[config.mk]
export PLATFORM = sky130hd
export DESIGN_NAME = id_ex_stage
export DESIGN_NICKNAME = d
export VERILOG_FILES = /design/src/rtl/id_ex_stage.sv
export SDC_FILE = /design/constraint.sdc
export NUM_CORES = 1
export LEC_CHECK = 0
export ABC_AREA = 1
export BUFFER_PORTS_ARGS = -buffer_cell sky130_fd_sc_hd__buf_2
export CORE_MARGIN = 2
export CORE_UTILIZATION = 40
export CTS_BUF_LIST = sky130_fd_sc_hd__clkbuf_4 sky130_fd_sc_hd__clkbuf_8 sky130_fd_sc_hd__clkbuf_16
export CTS_CLUSTER_DIAMETER = 120
export DETAILED_ROUTE_END_ITERATION = 12
export PLACE_DENSITY = 0.65
export RECOVER_POWER = 25
export SYNTH_ARGS = -nofsm -noshare
export SYNTH_HDL_FRONTEND = slang
export SYNTH_SLANG_ARGS = --single-unit
[constraint.sdc]
create_clock -name clk -period 2 [get_ports clk]
set_input_delay 0.2 -clock clk [delete_from_list [all_inputs] [get_ports clk]]
set_output_delay 0.2 -clock clk [all_outputs]
set_load 0.02 [all_outputs]
[src/rtl/id_ex_stage.sv]
// ID stage for an RV32I int/load/store/LUI/AUIPC subset with the ID/EX pipeline register.
// Reads the regfile, forwards from EX/MEM, requests load-use stalls and registers the bundle for EX.
module id_ex_stage #(
  parameter int XLEN    = 32,
  parameter int RADDR_W = 5
) (
  input  logic               clk,
  input  logic               rst,
  input  logic [XLEN-1:0]    pc_i,
  input  logic [31:0]        inst_i,
  input  logic               inst_valid_i,
  input  logic               stall_i,
  input  logic               flush_i,
  output logic               reg1_read_o,
  output logic [RADDR_W-1:0] reg1_addr_o,
  input  logic [XLEN-1:0]    reg1_data_i,
  output logic               reg2_read_o,
  output logic [RADDR_W-1:0] reg2_addr_o,
  input  logic [XLEN-1:0]    reg2_data_i,
  input  logic               ex_fwd_we_i,
  input  logic [RADDR_W-1:0] ex_fwd_waddr_i,
  input  logic [XLEN-1:0]    ex_fwd_wdata_i,
  input  logic               mem_fwd_we_i,
  input  logic [RADDR_W-1:0] mem_fwd_waddr_i,
  input  logic [XLEN-1:0]    mem_fwd_wdata_i,
  output logic               stallreq_o,
  output logic               ex_valid_o,
  output logic [XLEN-1:0]    ex_pc_o,
  output logic [3:0]         ex_aluop_o,
  output logic [XLEN-1:0]    ex_op1_o,
  output logic [XLEN-1:0]    ex_op2_o,
  output logic [XLEN-1:0]    ex_sdata_o,
  output logic [1:0]         ex_memop_o,
  output logic [2:0]         ex_funct3_o,
  output logic [RADDR_W-1:0] ex_rd_o,
  output logic               ex_wreg_o,
  output logic               ex_illegal_o
);

  localparam logic [6:0] OPC_OP     = 7'b0110011;
  localparam logic [6:0] OPC_OPIMM  = 7'b0010011;
  localparam logic [6:0] OPC_LOAD   = 7'b0000011;
  localparam logic [6:0] OPC_STORE  = 7'b0100011;
  localparam logic [6:0] OPC_LUI    = 7'b0110111;
  localparam logic [6:0] OPC_AUIPC  = 7'b0010111;

  localparam logic [3:0] ALU_ADD  = 4'd0;
  localparam logic [3:0] ALU_SUB  = 4'd1;
  localparam logic [3:0] ALU_SLL  = 4'd2;
  localparam logic [3:0] ALU_SLT  = 4'd3;
  localparam logic [3:0] ALU_SLTU = 4'd4;
  localparam logic [3:0] ALU_XOR  = 4'd5;
  localparam logic [3:0] ALU_SRL  = 4'd6;
  localparam logic [3:0] ALU_SRA  = 4'd7;
  localparam logic [3:0] ALU_OR   = 4'd8;
  localparam logic [3:0] ALU_AND  = 4'd9;

  localparam logic [1:0] MEM_NONE  = 2'b00;
  localparam logic [1:0] MEM_LOAD  = 2'b01;
  localparam logic [1:0] MEM_STORE = 2'b10;

  // Register-register ops use inst[30] for SUB/SRA; immediate ops only for SRAI.
  function automatic logic [3:0] alu_decode(input logic [2:0] f3, input logic b30,
                                            input logic is_reg);
    logic [3:0] op;
    case (f3)
      3'd0:    op = (is_reg && b30) ? ALU_SUB : ALU_ADD;
      3'd1:    op = ALU_SLL;
      3'd2:    op = ALU_SLT;
      3'd3:    op = ALU_SLTU;
      3'd4:    op = ALU_XOR;
      3'd5:    op = b30 ? ALU_SRA : ALU_SRL;
      3'd6:    op = ALU_OR;
      default: op = ALU_AND;
    endcase
    return op;
  endfunction

  // WB bypass lives in the regfile, so only EX (youngest) then MEM are checked here.
  function automatic logic [XLEN-1:0] fwd_sel(
    input logic               rd_en,
    input logic [RADDR_W-1:0] addr,
    input logic [XLEN-1:0]    rf_data,
    input logic               ex_we,
    input logic [RADDR_W-1:0] ex_addr,
    input logic [XLEN-1:0]    ex_data,
    input logic               mem_we,
    input logic [RADDR_W-1:0] mem_addr,
    input logic [XLEN-1:0]    mem_data
  );
    logic [XLEN-1:0] v;
    if (!rd_en || addr == '0)            v = '0;
    else if (ex_we && ex_addr == addr)   v = ex_data;
    else if (mem_we && mem_addr == addr) v = mem_data;
    else                                 v = rf_data;
    return v;
  endfunction

  logic [6:0]         opcode;
  logic [2:0]         funct3;
  logic [RADDR_W-1:0] rd;
  logic [XLEN-1:0]    imm_i;
  logic [XLEN-1:0]    imm_s;
  logic [XLEN-1:0]    imm_u;
  logic [XLEN-1:0]    shamt;
  logic [XLEN-1:0]    rs1_val;
  logic [XLEN-1:0]    rs2_val;

  assign opcode      = inst_i[6:0];
  assign funct3      = inst_i[14:12];
  assign rd          = inst_i[11:7];
  assign reg1_addr_o = inst_i[19:15];
  assign reg2_addr_o = inst_i[24:20];
  assign imm_i       = XLEN'($signed(inst_i[31:20]));
  assign imm_s       = XLEN'($signed({inst_i[31:25], inst_i[11:7]}));
  assign imm_u       = XLEN'($signed({inst_i[31:12], 12'b0}));
  assign shamt       = XLEN'(inst_i[24:20]);

  assign reg1_read_o = (opcode == OPC_OP) || (opcode == OPC_OPIMM) ||
                       (opcode == OPC_LOAD) || (opcode == OPC_STORE);
  assign reg2_read_o = (opcode == OPC_OP) || (opcode == OPC_STORE);

  assign rs1_val = fwd_sel(reg1_read_o, reg1_addr_o, reg1_data_i,
                           ex_fwd_we_i, ex_fwd_waddr_i, ex_fwd_wdata_i,
                           mem_fwd_we_i, mem_fwd_waddr_i, mem_fwd_wdata_i);
  assign rs2_val = fwd_sel(reg2_read_o, reg2_addr_o, reg2_data_i,
                           ex_fwd_we_i, ex_fwd_waddr_i, ex_fwd_wdata_i,
                           mem_fwd_we_i, mem_fwd_waddr_i, mem_fwd_wdata_i);

  logic [3:0]      dec_aluop;
  logic [XLEN-1:0] dec_op1;
  logic [XLEN-1:0] dec_op2;
  logic [1:0]      dec_memop;
  logic            dec_wreg;
  logic            dec_illegal;

  always_comb begin
    dec_aluop   = ALU_ADD;
    dec_op1     = '0;
    dec_op2     = '0;
    dec_memop   = MEM_NONE;
    dec_wreg    = 1'b0;
    dec_illegal = 1'b0;
    case (opcode)
      OPC_OP: begin
        dec_aluop = alu_decode(funct3, inst_i[30], 1'b1);
        dec_op1   = rs1_val;
        dec_op2   = rs2_val;
        dec_wreg  = 1'b1;
      end
      OPC_OPIMM: begin
        dec_aluop = alu_decode(funct3, inst_i[30], 1'b0);
        dec_op1   = rs1_val;
        dec_op2   = (funct3 == 3'd1 || funct3 == 3'd5) ? shamt : imm_i;
        dec_wreg  = 1'b1;
      end
      OPC_LOAD: begin
        dec_op1   = rs1_val;
        dec_op2   = imm_i;
        dec_memop = MEM_LOAD;
        dec_wreg  = 1'b1;
      end
      OPC_STORE: begin
        dec_op1   = rs1_val;
        dec_op2   = imm_s;
        dec_memop = MEM_STORE;
      end
      OPC_LUI: begin
        dec_op2  = imm_u;
        dec_wreg = 1'b1;
      end
      OPC_AUIPC: begin
        dec_op1  = pc_i;
        dec_op2  = imm_u;
        dec_wreg = 1'b1;
      end
      default: dec_illegal = 1'b1;
    endcase
    if (rd == '0) dec_wreg = 1'b0;
  end

  logic               ex_valid_q,   ex_valid_d;
  logic [XLEN-1:0]    ex_pc_q,      ex_pc_d;
  logic [3:0]         ex_aluop_q,   ex_aluop_d;
  logic [XLEN-1:0]    ex_op1_q,     ex_op1_d;
  logic [XLEN-1:0]    ex_op2_q,     ex_op2_d;
  logic [XLEN-1:0]    ex_sdata_q,   ex_sdata_d;
  logic [1:0]         ex_memop_q,   ex_memop_d;
  logic [2:0]         ex_funct3_q,  ex_funct3_d;
  logic [RADDR_W-1:0] ex_rd_q,      ex_rd_d;
  logic               ex_wreg_q,    ex_wreg_d;
  logic               ex_illegal_q, ex_illegal_d;

  // Only a load already sitting in EX can hazard; its data is on MEM forwarding one cycle later.
  assign stallreq_o = inst_valid_i && ex_valid_q && (ex_memop_q == MEM_LOAD) &&
                      (ex_rd_q != '0) &&
                      ((reg1_read_o && reg1_addr_o == ex_rd_q) ||
                       (reg2_read_o && reg2_addr_o == ex_rd_q));

  always_comb begin
    ex_valid_d   = ex_valid_q;
    ex_pc_d      = ex_pc_q;
    ex_aluop_d   = ex_aluop_q;
    ex_op1_d     = ex_op1_q;
    ex_op2_d     = ex_op2_q;
    ex_sdata_d   = ex_sdata_q;
    ex_memop_d   = ex_memop_q;
    ex_funct3_d  = ex_funct3_q;
    ex_rd_d      = ex_rd_q;
    ex_wreg_d    = ex_wreg_q;
    ex_illegal_d = ex_illegal_q;
    if (flush_i || (!stall_i && stallreq_o)) begin
      ex_valid_d   = 1'b0;
      ex_wreg_d    = 1'b0;
      ex_memop_d   = MEM_NONE;
      ex_illegal_d = 1'b0;
    end else if (!stall_i) begin
      ex_valid_d   = inst_valid_i;
      ex_pc_d      = pc_i;
      ex_aluop_d   = dec_aluop;
      ex_op1_d     = dec_op1;
      ex_op2_d     = dec_op2;
      ex_sdata_d   = rs2_val;
      ex_memop_d   = inst_valid_i ? dec_memop : MEM_NONE;
      ex_funct3_d  = funct3;
      ex_rd_d      = rd;
      ex_wreg_d    = inst_valid_i && dec_wreg;
      ex_illegal_d = inst_valid_i && dec_illegal;
    end
  end

  always_ff @(posedge clk or negedge rst) begin
    if (!rst) begin
      ex_valid_q   <= 1'b0;
      ex_pc_q      <= '0;
      ex_aluop_q   <= '0;
      ex_op1_q     <= '0;
      ex_op2_q     <= '0;
      ex_sdata_q   <= '0;
      ex_memop_q   <= '0;
      ex_funct3_q  <= '0;
      ex_rd_q      <= '0;
      ex_wreg_q    <= 1'b0;
      ex_illegal_q <= 1'b0;
    end else begin
      ex_valid_q   <= ex_valid_d;
      ex_pc_q      <= ex_pc_d;
      ex_aluop_q   <= ex_aluop_d;
      ex_op1_q     <= ex_op1_d;
      ex_op2_q     <= ex_op2_d;
      ex_sdata_q   <= ex_sdata_d;
      ex_memop_q   <= ex_memop_d;
      ex_funct3_q  <= ex_funct3_d;
      ex_rd_q      <= ex_rd_d;
      ex_wreg_q    <= ex_wreg_d;
      ex_illegal_q <= ex_illegal_d;
    end
  end

  assign ex_valid_o   = ex_valid_q;
  assign ex_pc_o      = ex_pc_q;
  assign ex_aluop_o   = ex_aluop_q;
  assign ex_op1_o     = ex_op1_q;
  assign ex_op2_o     = ex_op2_q;
  assign ex_sdata_o   = ex_sdata_q;
  assign ex_memop_o   = ex_memop_q;
  assign ex_funct3_o  = ex_funct3_q;
  assign ex_rd_o      = ex_rd_q;
  assign ex_wreg_o    = ex_wreg_q;
  assign ex_illegal_o = ex_illegal_q;

endmodule

### After elaboration in Yosys (flattened, before gate mapping)

Cells that the tools add are included.
W data, S select, Z words.

* bitwise operators: 2
* mux-type cells: 27
* eq/ne operators: 20
* reductions and logical operators: 35

Operators by type and width (number)
* $mux W32: 7
* $pmux W32 S5: 1
* $pmux W32 S2: 1
* $pmux W4 S7: 2
* $eq A5 B5 Y1: 6
* $eq A7 B6 Y1 const B: 3
* $logic_not A5 Y1: 3
* $eq A7 B5 Y1 const B: 2
* $logic_and A1 B1 Y1: 13
* $mux W1: 11
* $eq A3 B3 Y1 const B: 3
* $logic_or A1 B1 Y1: 9
* $pmux W4 S2: 1
* $eq A7 B2 Y1 const B: 1
* $eq A3 B2 Y1 const B: 2
* $mux W2: 3
* $reduce_or A6 Y1: 1
* $reduce_bool A5 Y1: 1
* $reduce_or A5 Y1: 1
* $pmux W2 S2: 1
* $reduce_or A4 Y1: 1
* $eq A3 B1 Y1 const B: 1
* $logic_not A1 Y1: 3
* $logic_not A3 Y1: 1
* 5 further kinds: 6

* bits of input ports: 209
* output and inout bits: 158
* logic and storage cells: 95
* register bits after elaboration: 145

### Longest topological paths before layout

Gate-level depths: netlist (run 1).

* word-level depth: 11
* mapped depth: 13
* gate-level depth less buffers: 11

### Worst setup path after synthesis (run 1)

OpenSTA, ideal clock, no wires.

* path kind: flip-flop to flip-flop
* start point: register ex_rd_q[2], in the netlist ex_rd_o[2]
* end point: register ex_rd_q[0], in the netlist ex_rd_o[0]
* path buffers: 2
* required time: 1.883 ns
* data arrival time: 1.569 ns
* clock period less this slack: 1.686 ns
* slack: 0.314 ns
* setup time: 0.117 ns
* stages on the path, launching flop included: 12
* path through: dfrtp_1 or2_1 a21oi_1 nand3_1 nand2_1 nand2_2 nand2_4 inv_2 buf_6 buf_6 nand2_1 nand2_1

* cells in the longest elaborated chain, start to end: 8
* elaborated cells between the ends (all ways): 12
* classes of those cells: 2 x eq/ne; 1 x bitwise; 9 x reduce/logical

Ends and longest elaborated chain
* start: declaration: line 190 `logic [RADDR_W-1:0] ex_rd_q, ex_rd_d;`
* start signal: assignment: line 254 `ex_rd_q <= ex_rd_d;`
* $eq A5 B5 Y1, on equally long branches: line 197, 198
* $logic_and A1 B1 Y1, on equally long branches: line 197, 198
* $logic_or A1 B1 Y1: line 197 `((reg1_read_o && reg1_addr_o == ex_rd_q) ||`
* $logic_and A1 B1 Y1 *: line 196 `(ex_rd_q != '0) &&`
* $logic_and A1 B1 Y1 *: line 212 `if (flush_i || (!stall_i && stallreq_o)) begin`
* $logic_or A1 B1 Y1 *: line 212
* $not A1 Y1 (no source line) *
* $reduce_and A2 Y1 (no source line) *

Mark *: on every way between the ends. The rest lies on a longest branch, timed or not.
A chain may end at the register's enable or synchronous reset.

### Worst setup path after layout (run 1)

* start point: register ex_rd_q[3], in the netlist ex_rd_o[3]
* end point: output port stallreq_o

* cells in the longest elaborated chain, start to end: 4
* elaborated cells between the ends (all ways): 8
* classes of those cells: 2 x eq/ne; 6 x reduce/logical

Ends and longest elaborated chain
* $eq A5 B5 Y1, on equally long branches: line 197, 198
* $logic_and A1 B1 Y1, on equally long branches: line 197, 198
* $logic_or A1 B1 Y1: line 197
* $logic_and A1 B1 Y1 *: line 196
* end: declaration: line 26 `output logic stallreq_o,`

Marked as above.

==> reports/results.ini, run 1 <==
[outcome]
run_status = complete, but fails checks
violations = capacitance limit

[placement]
portBuffers = 366
place_congestion = 0.9227
dp_hpwl_mm = 28.87

[timing]
whs_ns = 0.02242
max_slew_margin_pct = 0.7996
rsz0062_at_grt = yes
fmax_ghz = 0.5244
finalHoldViolations = 0
period_share_pct = 95.35
setup_viol = 0
drv_slew = 0
min_period_ns = 1.907
clock_skew_ns = 0.009351
worst_slew_pin_slew_ns = 1.488

[yosys]
yosys-top-cells-area = dfrtp_1 40%, nand2_1 27%, nand3_1 8.3%
ys_types = 33
synth_top_family_by_area = simple AND/OR/NAND/NOR gates
synth_compound_area_share_pct = 4.661
synthCells = 1402
avgSynthCellArea_um2 = 6.472
synthMuxAreaShare_pct = 0
netlist_area_mm2 = 0.009074
syn-num-nets = 1611
ys_ff_latch = 145
yosys.area_share.simple_pct = 45.73
synth-seq-area-share_pct = 39.99
post-synth-top-area-cell = dfrtp_1
yosysWarnings = 0
synthAdderAreaFrac_pct = 0
synth.top_cell.area_share_pct = 39.99
synth_xor_area_share_pct = 0.8687

[cts]
htree_levels = 4
clockRootBuffer = clkbuf_16
numCtsBuffers = 17
cts_buffer_depth = 2
cts.clk_slew.worst_paths_ns = 0.07
clk_latency_ns = 0.43
cts_sinks = 145
tritoncts = built

[grt]
met3_usage_pct = 5.548
track_usage_pct = 31.94
grt_pass1_wl_mm = 58.66
busiest_layer = met2
grt_pass1_vias = 10360
met2_usage_pct = 50.32
use_met1_pct = 42.69
antenna_found_initial = 2
overflow = 0
grt_max_degree = 65

[setup_path]
max_stage_delay_ns = 0.44
rrSetupSlack_ns = 0.16
crit_fanout = 6
worst-path-buf-inv = 3
path_class = flop to output port
crit_arrival_ns = 1.71
path_delay_family = flip-flops
required_ns = 1.80
worstPathCellList = inv_1 > nand2_1 > a21oi_1 > nand3_1 > nand2_2 > nand2_4 > inv_1 > buf_4
start_kind = flop
cp_common_cell = inv_1
cp-end-kind = output port
cp_slowest_cell = dfrtp_2

[power]
internal_power_mw = 5.313
p_sw_mw = 2.644
combinationalPowerShare_pct = 20.3
p_leak_nw = 7.335
irDropWorstVdd_v = 0.0005040
sequentialPowerShare_pct = 39.7
swShare_pct = 33.23
clkPwrFrac_pct = 40.0
power_density_mw_per_mm2 = 641.4

[cells_and_area]
drive_gt1_share_pct = 26.73
final_cell_mix = 642 x nand2_1, 357 x buf_2, 151 x nor2_1
area_delta_synth_final_pct = 36.72
fill_cells = 2257
final_util_pct = 55.30
nNetsFinal = 1988
final_common_cell = nand2_1

[drt]
routed_wl_mm = 39.25
first_iter_violations = 1079
postRouteAntennaNets = 0
drt_first_pass_iters = 8
wl_per_cell_um = 18.89
vias = 10990
drc_errors = 0
drt-vias-per-instance = 5.289

[die]
die_w_um = 154.6
die_area_mm2 = 0.02390
core_area_mm2 = 0.02243
die_y_um = 154.6
io_pins = 367
row_count = 55
start_util_pct = 40.45

[hold_path]
hp-class = primary input to flop

[run]
cap_violations = 1

[power groups by stage]
stage          registers [mW]  logic [mW]  clock network [mW]
3_5_place_dp             3.21        1.51                   0
5_1_grt                  3.17        1.75                3.35
4_1_cts                  3.15        1.56                3.21
3_3_place_gp             3.21        1.50                   0
6_report                 3.16        1.62                3.18
2_1_floorplan            3.37       0.594                   0
[cell usage after synthesis]
| library cell | instances |
|---|---|
| a31oi_1 | 1 |
| clkbuf_1 | 22 |
| o21ai_0 | 40 |
| inv_1 | 65 |
| buf_1 | 3 |
| nor4_4 | 1 |
| nand2_2 | 2 |
| nor3_4 | 1 |
| nor2_1 | 157 |
| nor3_2 | 1 |
| nor4_2 | 1 |
| nor2_4 | 1 |
| xor2_1 | 5 |
| o21ai_1 | 30 |
| nand3_2 | 2 |
| xnor2_1 | 4 |
| o211ai_1 | 1 |
| buf_4 | 26 |
| a211oi_1 | 1 |
| nor3_1 | 5 |
| buf_6 | 6 |
| nand2_1 | 643 |
| inv_2 | 5 |
| nand3_1 | 150 |
| nand2_4 | 2 |
| a21oi_4 | 1 |
| dfrtp_1 | 145 |
| clkbuf_2 | 1 |
| nor2_2 | 1 |
| or2_1 | 1 |
| nand4_1 | 37 |
| a21oi_1 | 7 |
| buf_2 | 34 |
[path summary, 6_finish.rpt]
| path | startpoint | cells past startpoint | end |
|---|---|---|---|
| min in group asynchronous | rst | 2 | ex_pc_o[10] |
| max in group asynchronous | rst | 3 | ex_op2_o[5] |
| setup reg to reg | ex_rd_o[3] | 11 | ex_sdata_o[3] |
| setup / recovery | ex_rd_o[3] | 8 | stallreq_o |
| hold / removal | pc_i[25] | 3 | ex_pc_o[25] |
| hold reg to reg | ex_pc_o[12] | 2 | ex_pc_o[12] |
[sequential cells by signal (all words and copies together), names as in the netlist]
register / cells
ex_op1_o: 32
ex_op2_o: 32
ex_pc_o: 32
ex_sdata_o: 32
ex_rd_o: 5
ex_aluop_o: 4
ex_funct3_o: 3
ex_memop_o: 2
ex_illegal_o: 1
ex_valid_o: 1
ex_wreg_o: 1
[layer usage]
metal | up-vias | routed length [µm]
met5 | - | 12
met4 | 2 | 1823
met3 | 93 | 3316
met2 | 646 | 17950
met1 | 5074 | 16150
li1 | 5175 | -
[layout make-up]
class | instances | area [µm²] | share of cell area, %
multi-input cells | 1095 | 4741 | 38.21
flip-flops and latches | 145 | 3632 | 29.28
repair buffers | 450 | 2841 | 22.90
clock buffers | 17 | 425.4 | 3.429
well taps | 285 | 356.6 | 2.874
inverters | 70 | 264.0 | 2.128
clock inverters | 15 | 142.6 | 1.150
diodes | 1 | 2.502 | 0.02017
[what timing repair did]
| action | in CTS | in global routing |
|---|---|---|
| resized for setup | 0 | 16 |
| hold buffers | 31 | 0 |
| hold endpoints to repair | 79 | 0 |
| endpoints found under the setup margin | 0 | 112 |
| buffers inserted | 0 | 2 |
[through the flow]
step           cell area, µm²  power, mW  instances  setup TNS [ns]  worst slack [ns]
6_report                12410      7.957       2078               0           0.09300
2_1_floorplan            9074      3.961       1402               0            0.3142
5_1_grt                 12400      8.274       2077        -0.03038          -0.03038
4_1_cts                 12280      7.917       2073               0          0.008670
3_3_place_gp            11400      4.711       2010               0            0.1124
3_5_place_dp            11400      4.714       2010               0            0.1149
[worst min-delay path: cells and delay by family]
family | cells | cell delay [ns]
buf+inv | 1 | 0.12
simple gates | 2 | 0.11
[cells by family (layout without fill, tap and decap cells)]
group                  after synthesis  in the layout
AO/OA/AOI/OAI                       81             81
other                                0              1
XOR/XNOR                             9              9
AND/OR/NAND/NOR                   1005           1005
buffers and inverters              162            552
flip-flops                         145            145
Power figures use the tool's default switching activity.
==> run 2, diff against run 1 <==
Settings changed: HOLD_SLACK_MARGIN set to 0.12.
==> run 2 against run 1 <==
Against the previous run: the run now ends clean; clock power hardly changed; register-to-register slack worse by 0.04 ns; via count is 0.47% higher; critical path depth did not move; wire length grew 0.51%; setup slack got worse by 0.0067 ns; clock skew rose by 0.00060 ns; utilization increased by 0.70 points; hold slack gained 0.13 ns; first-iteration DRC count down 11%; flip-flop and latch count did not move; total power grew 0.15%.
==> reports/results.ini, run 2 (synthesis results as in run 1) <==
[drt]
drt-vias-per-instance = 5.271  ; -0.34%
drc_errors = 0  ; unchanged
vias = 11040  ; +0.47%
first_iter_violations = 956  ; -11%
drt_first_pass_iters = 5  ; -3
wl_per_cell_um = 18.83  ; -0.31%
routed_wl_mm = 39.45  ; +0.51%
postRouteAntennaNets = 0  ; unchanged

[cells_and_area]
final_area_mm2 = 0.01256  ; +1.3%
final_cells = 2095  ; +0.82%
final_cell_mix = 642 x nand2_1, 354 x buf_2, 151 x nor2_1
nNetsFinal = 2005  ; +0.86%
area_delta_synth_final_pct = 38.46
fill_cells = 2246  ; -0.49%
drive_gt1_share_pct = 26.31  ; -0.42 points
final_common_cell = nand2_1

[timing]
rsz0062_at_grt = yes
max_slew_margin_pct = 2.060  ; +1.3 points
min_period_ns = 1.914  ; +0.006736 ns
clock_skew_ns = 0.009955  ; +0.0006037 ns
worst_slew_pin_slew_ns = 1.469  ; -0.01891 ns
drv_slew = 0  ; unchanged
fmax_ghz = 0.5225  ; -0.35%
finalHoldViolations = 0  ; unchanged
period_share_pct = 95.69  ; +0.34 points
whs_ns = 0.1542  ; +0.1318 ns
setup_viol = 0  ; unchanged

[grt]
antenna_found_initial = 2  ; unchanged
grt_max_degree = 65  ; unchanged
track_usage_pct = 32.21  ; +0.27 points
overflow = 0  ; unchanged
grt_pass1_wl_mm = 59.24  ; +0.99%
grt_pass1_vias = 10480  ; +1.1%

[setup_path]
required_ns = 1.80  ; about the same
max_stage_delay_ns = 0.44  ; about the same
cp-end-kind = output port
worstPathCellList = inv_1 > nand2_1 > a21oi_1 > nand3_1 > nand2_2 > nand2_4 > inv_1 > buf_4
crit_arrival_ns = 1.71  ; about the same
path_delay_family = flip-flops
path_class = flop to output port
cp_common_cell = inv_1
start_kind = flop
crit_fanout = 6  ; unchanged
cp_slowest_cell = dfrtp_2
worst-path-buf-inv = 3  ; unchanged
rrSetupSlack_ns = 0.12  ; -0.04 ns

[outcome]
run_status = completed

[power]
power_density_mw_per_mm2 = 634.3  ; -1.1%
p_leak_nw = 7.395  ; +0.81%
irDropWorstVdd_v = 0.0005035  ; -0.11%
finalPower_mw = 7.969  ; +0.15%

[hold_path]
hp-class = primary input to flop

[cts]
clockRootBuffer = clkbuf_16
cts_buffer_depth = 2  ; unchanged
tritoncts = built
clk_latency_ns = 0.43  ; about the same
cts.clk_slew.worst_paths_ns = 0.07  ; about the same
htree_levels = 4  ; unchanged
numCtsBuffers = 17  ; unchanged
cts_sinks = 145  ; unchanged

[die]
die_w_um = 154.6  ; unchanged
die_area_mm2 = 0.02390  ; unchanged
row_count = 55  ; unchanged
start_util_pct = 40.45  ; unchanged
io_pins = 367  ; unchanged
core_area_mm2 = 0.02243  ; unchanged
die_y_um = 154.6  ; unchanged

[placement]
portBuffers = 366  ; unchanged
dp_hpwl_mm = 28.87  ; unchanged
dp_cells = 2010  ; unchanged
place_congestion = 0.9227  ; unchanged
post_dp_cell_area_mm2 = 0.01140  ; unchanged

[run]
cap_violations = 0  ; -1

-- run 2: path summary, 6_finish.rpt --
check                                startpoint            to  cells past startpoint
worst min register to register      ex_pc_o[12]   ex_pc_o[12]                      2
max in group asynchronous                   rst    ex_rd_o[3]                      3
min in group asynchronous                   rst   ex_pc_o[10]                      2
worst min-delay path            reg1_data_i[22]  ex_op1_o[22]                      7
worst max register to register       ex_rd_o[3]     ex_wreg_o                      9
worst max-delay path                 ex_rd_o[3]    stallreq_o                      8
-- run 2: per-layer routing --
layer  GRT usage (%)  vias up  wire (µm)
met5               0        -         12
met4           15.04        2       1761
met3           5.296       90       3274
met2           51.38      627      18270
met1           42.96     5116      16130
li1                -     5207          -
-- run 2: cell type report --
| cell class | count | area (µm²) | area share, % |
|---|---|---|---|
| diodes | 1 | 2.502 | 0.01992 |
| clock buffers | 17 | 425.4 | 3.386 |
| clock inverters | 15 | 142.6 | 1.135 |
| inverters | 70 | 264.0 | 2.101 |
| multi-input cells | 1095 | 4741 | 37.74 |
| flip-flops and latches | 145 | 3632 | 28.91 |
| well taps | 285 | 356.6 | 2.838 |
| repair buffers | 467 | 2999 | 23.87 |
-- run 2: metrics by stage --
stage / setup TNS [ns] / util [%] / setup slack (ns)
2_1_floorplan: 0 / - / 0.3142
3_3_place_gp: 0 / 50.80 / 0.1124
3_5_place_dp: 0 / 50.80 / 0.1149
4_1_cts: 0 / 55.48 / 0.008670
5_1_grt: -0.02779 / 55.99 / -0.02779
6_report: 0 / 56.00 / 0.08626
-- run 2: report_power, final --
group | internal (mW) | total (mW) | switching (mW)
clock network | 1.65 | 3.18 | 1.52
registers | 3.07 | 3.16 | 0.0907
logic | 0.612 | 1.64 | 1.03
-- run 2: worst min-delay path: stages --
cell     delay, ns
buf_2         0.07
nand2_1       0.04
nand3_1       0.06
nand2_1       0.05
nand2_1       0.05
nand2_1       0.04
nand2_1       0.04
-- run 2: repair_timing --
action / 4_1_cts / 5_1_grt
setup endpoints to repair: 0 / 113
setup buffers: 0 / 2
gates resized for setup: 0 / 16
hold endpoints to repair: 125 / 0
hold buffers: 48 / 0
==> run 3, diff against run 2 <==
Settings changed: BUFFER_PORTS_ARGS -buffer_cell sky130_fd_sc_hd__buf_2 to not set, DONT_BUFFER_PORTS set to 1, PLACE_DENSITY 0.65 to 0.51.
==> run 3 against run 2 <==
Against the previous run: the flow now finishes with violations (hold timing); via count is 9.9% lower; clock power is 2% higher; non-clock buffer count is 248 lower; cell area is 6.2% lower; sequential share of layout area is 1.9 points higher; hold slack worse by 0.70 ns; clock-buffer cell count is 1 higher; register-to-register slack worse by 0.02 ns; largest cell class unchanged.
==> reports/results.ini, run 3 (synthesis results as in run 1) <==
[setup_path]
crit_fanout = 6  ; unchanged
max_stage_delay_ns = 0.56  ; +0.12 ns
required_ns = 2.32  ; +0.52 ns
path_class = flop to flop
worst-path-buf-inv = 1  ; -2
cp-end-kind = flop
rrSetupSlack_ns = 0.10  ; -0.02 ns
start_kind = flop
crit_arrival_ns = 2.22  ; +0.51 ns
worstPathCellList = or2_1 > a21oi_1 > nand3_1 > nand2_2 > nand2_4 > nand4_1 > dlygate4sd3_1 > nand2_1
path_delay_family = simple AND/OR/NAND/NOR gates
cp_slowest_cell = dlygate4sd3_1

[drt]
drt_first_pass_iters = 6  ; +1
drc_errors = 0  ; unchanged
routed_wl_mm = 38.57  ; -2.2%
first_iter_violations = 933  ; -2.4%
wl_per_cell_um = 20.88  ; +11%
drt-vias-per-instance = 5.384  ; +2.2%
vias = 9945  ; -9.9%
postRouteAntennaNets = 0  ; unchanged

[timing]
whs_ns = -0.5464  ; -0.7006 ns
max_slew_margin_pct = 33.52  ; +31 points
drv_slew = 0  ; unchanged
clock_skew_ns = 0.007961  ; -0.001994 ns
period_share_pct = 94.80  ; -0.89 points
worst_slew_pin_slew_ns = 0.9935  ; -0.4756 ns
final.setup.tns_ns = 0  ; unchanged
fin_ws_ns = 0.1041  ; +0.01781 ns
finalHoldViolations = 145  ; +145
fmax_ghz = 0.5274  ; +0.94%
min_period_ns = 1.896  ; -0.01781 ns
rsz0062_at_grt = no
setup_viol = 0  ; unchanged

[cts]
tritoncts = built
cts_sinks = 145  ; unchanged
cts_buffer_depth = 2  ; unchanged
hold_buffers = 174  ; +260%
cts.clk_slew.worst_paths_ns = 0.07  ; about the same
clockRootBuffer = clkbuf_16
htree_levels = 4  ; unchanged
clk_latency_ns = 0.44  ; about the same
numCtsBuffers = 17  ; unchanged

[grt]
grt_pass1_wl_mm = 58.62  ; -1.0%
antenna_found_initial = 2  ; unchanged
track_usage_pct = 31.95  ; -0.25 points
grt_max_degree = 146  ; +120%
grt_pass1_vias = 9824  ; -6.2%
overflow = 0  ; unchanged

[cells_and_area]
final_common_cell = nand2_1
area_delta_synth_final_pct = 29.94
drive_gt1_share_pct = 6.855  ; -19 points
nNetsFinal = 1757  ; -12%
final_cell_mix = 642 x nand2_1, 174 x dlygate4sd3_1, 151 x nor2_1

[die]
start_util_pct = 40.45  ; unchanged
die_area_mm2 = 0.02390  ; unchanged
io_pins = 367  ; unchanged
die_y_um = 154.6  ; unchanged
row_count = 55  ; unchanged
core_area_mm2 = 0.02243  ; unchanged
die_w_um = 154.6  ; unchanged

[power]
p_leak_nw = 6.110  ; -17%
irDropWorstVdd_v = 0.0005400  ; +7.3%
power_density_mw_per_mm2 = 648.5  ; +2.2%

[placement]
place_ws_ns = 0.1647  ; +0.04975 ns
dp_hpwl_mm = 27.69  ; -4.1%
portBuffers = 0  ; -100%
place_congestion = 0.9916  ; +7.5%

[hold_path]
hp-class = primary input to async pin

[outcome]
run_status = complete, but fails checks
violations = hold timing

[run]
cap_violations = 0  ; unchanged

## run 3: changes by cell type in the layout (fill, tap and decap cells not counted), sizes merged
cell / delta
clkinv: -3
clkinvlp: -1
clkbuf: -12
dlygate4sd3: +126
inv: +3
buf: -361
## run 3: layer usage
layer  vias to the layer above  global-route usage (%)  share of wire [%]
met5                         -                       0                  0
met4                         0                   12.35                3.4
met3                        80                   8.518                9.2
met2                       475                   52.32                 47
met1                      4686                   40.47                 41
li1                       4704                       -                  -
## run 3: path summary, 6_finish.rpt
kind,from,to,cells after the start
setup / recovery,ex_rd_o[2],ex_memop_o[1],8
hold / removal,rst,ex_op1_o[17],0
setup reg to reg,ex_rd_o[2],ex_memop_o[1],8
hold reg to reg,ex_rd_o[1],ex_rd_o[1],2
max in group asynchronous,rst,ex_rd_o[0],0
min in group clk,reg2_data_i[20],ex_sdata_o[20],4
## run 3: worst reg2reg max path, delay by kind of cell (launching register included)
family,cells,cell delay (ns)
compound gates,1,0.14
buf+inv,1,0.56
flops,1,0.43
simple gates,6,0.67
## run 3: metrics by stage
| stage | instances | area, µm² | power [mW] | utilization [%] |
|---|---|---|---|---|
| 3_5_place_dp | 1639 | 9434 | 4.165 | 42.05 |
| 3_3_place_gp | 1639 | 9434 | 4.160 | 42.05 |
| 4_1_cts | 1845 | 11750 | 7.679 | 52.37 |
| 6_report | 1847 | 11790 | 7.646 | 52.55 |
| 2_1_floorplan | 1402 | 9074 | 3.961 | - |
| 5_1_grt | 1846 | 11790 | 7.939 | 52.54 |
## run 3: area by class of cell
type,instances,area [µm²]
Fill cell,2281,10640
Multi-Input combinational cell,1095,4715
Sequential cell,145,3631
Timing Repair Buffer,219,2246
Clock buffer,18,439.2
Tap cell,285,356.6
Inverter,70,266.5
Clock inverter,14,133.9
Antenna cell,1,2.502
## run 3: timing repair
| action | 4_1_cts | 5_1_grt |
|---|---|---|
| endpoints found under the setup margin | 0 | 108 |
| buffers inserted | 0 | 1 |
| gates resized for setup | 0 | 10 |
| endpoints found under the hold margin | 266 | 145 |
## run 3: power breakdown
| group | internal (mW) | leakage [nW] | switching [mW] |
|---|---|---|---|
| sequential | 3.06 | 1.95 | 0.266 |
| clock | 1.69 | 0.283 | 1.54 |
| combinational | 0.472 | 3.87 | 0.608 |
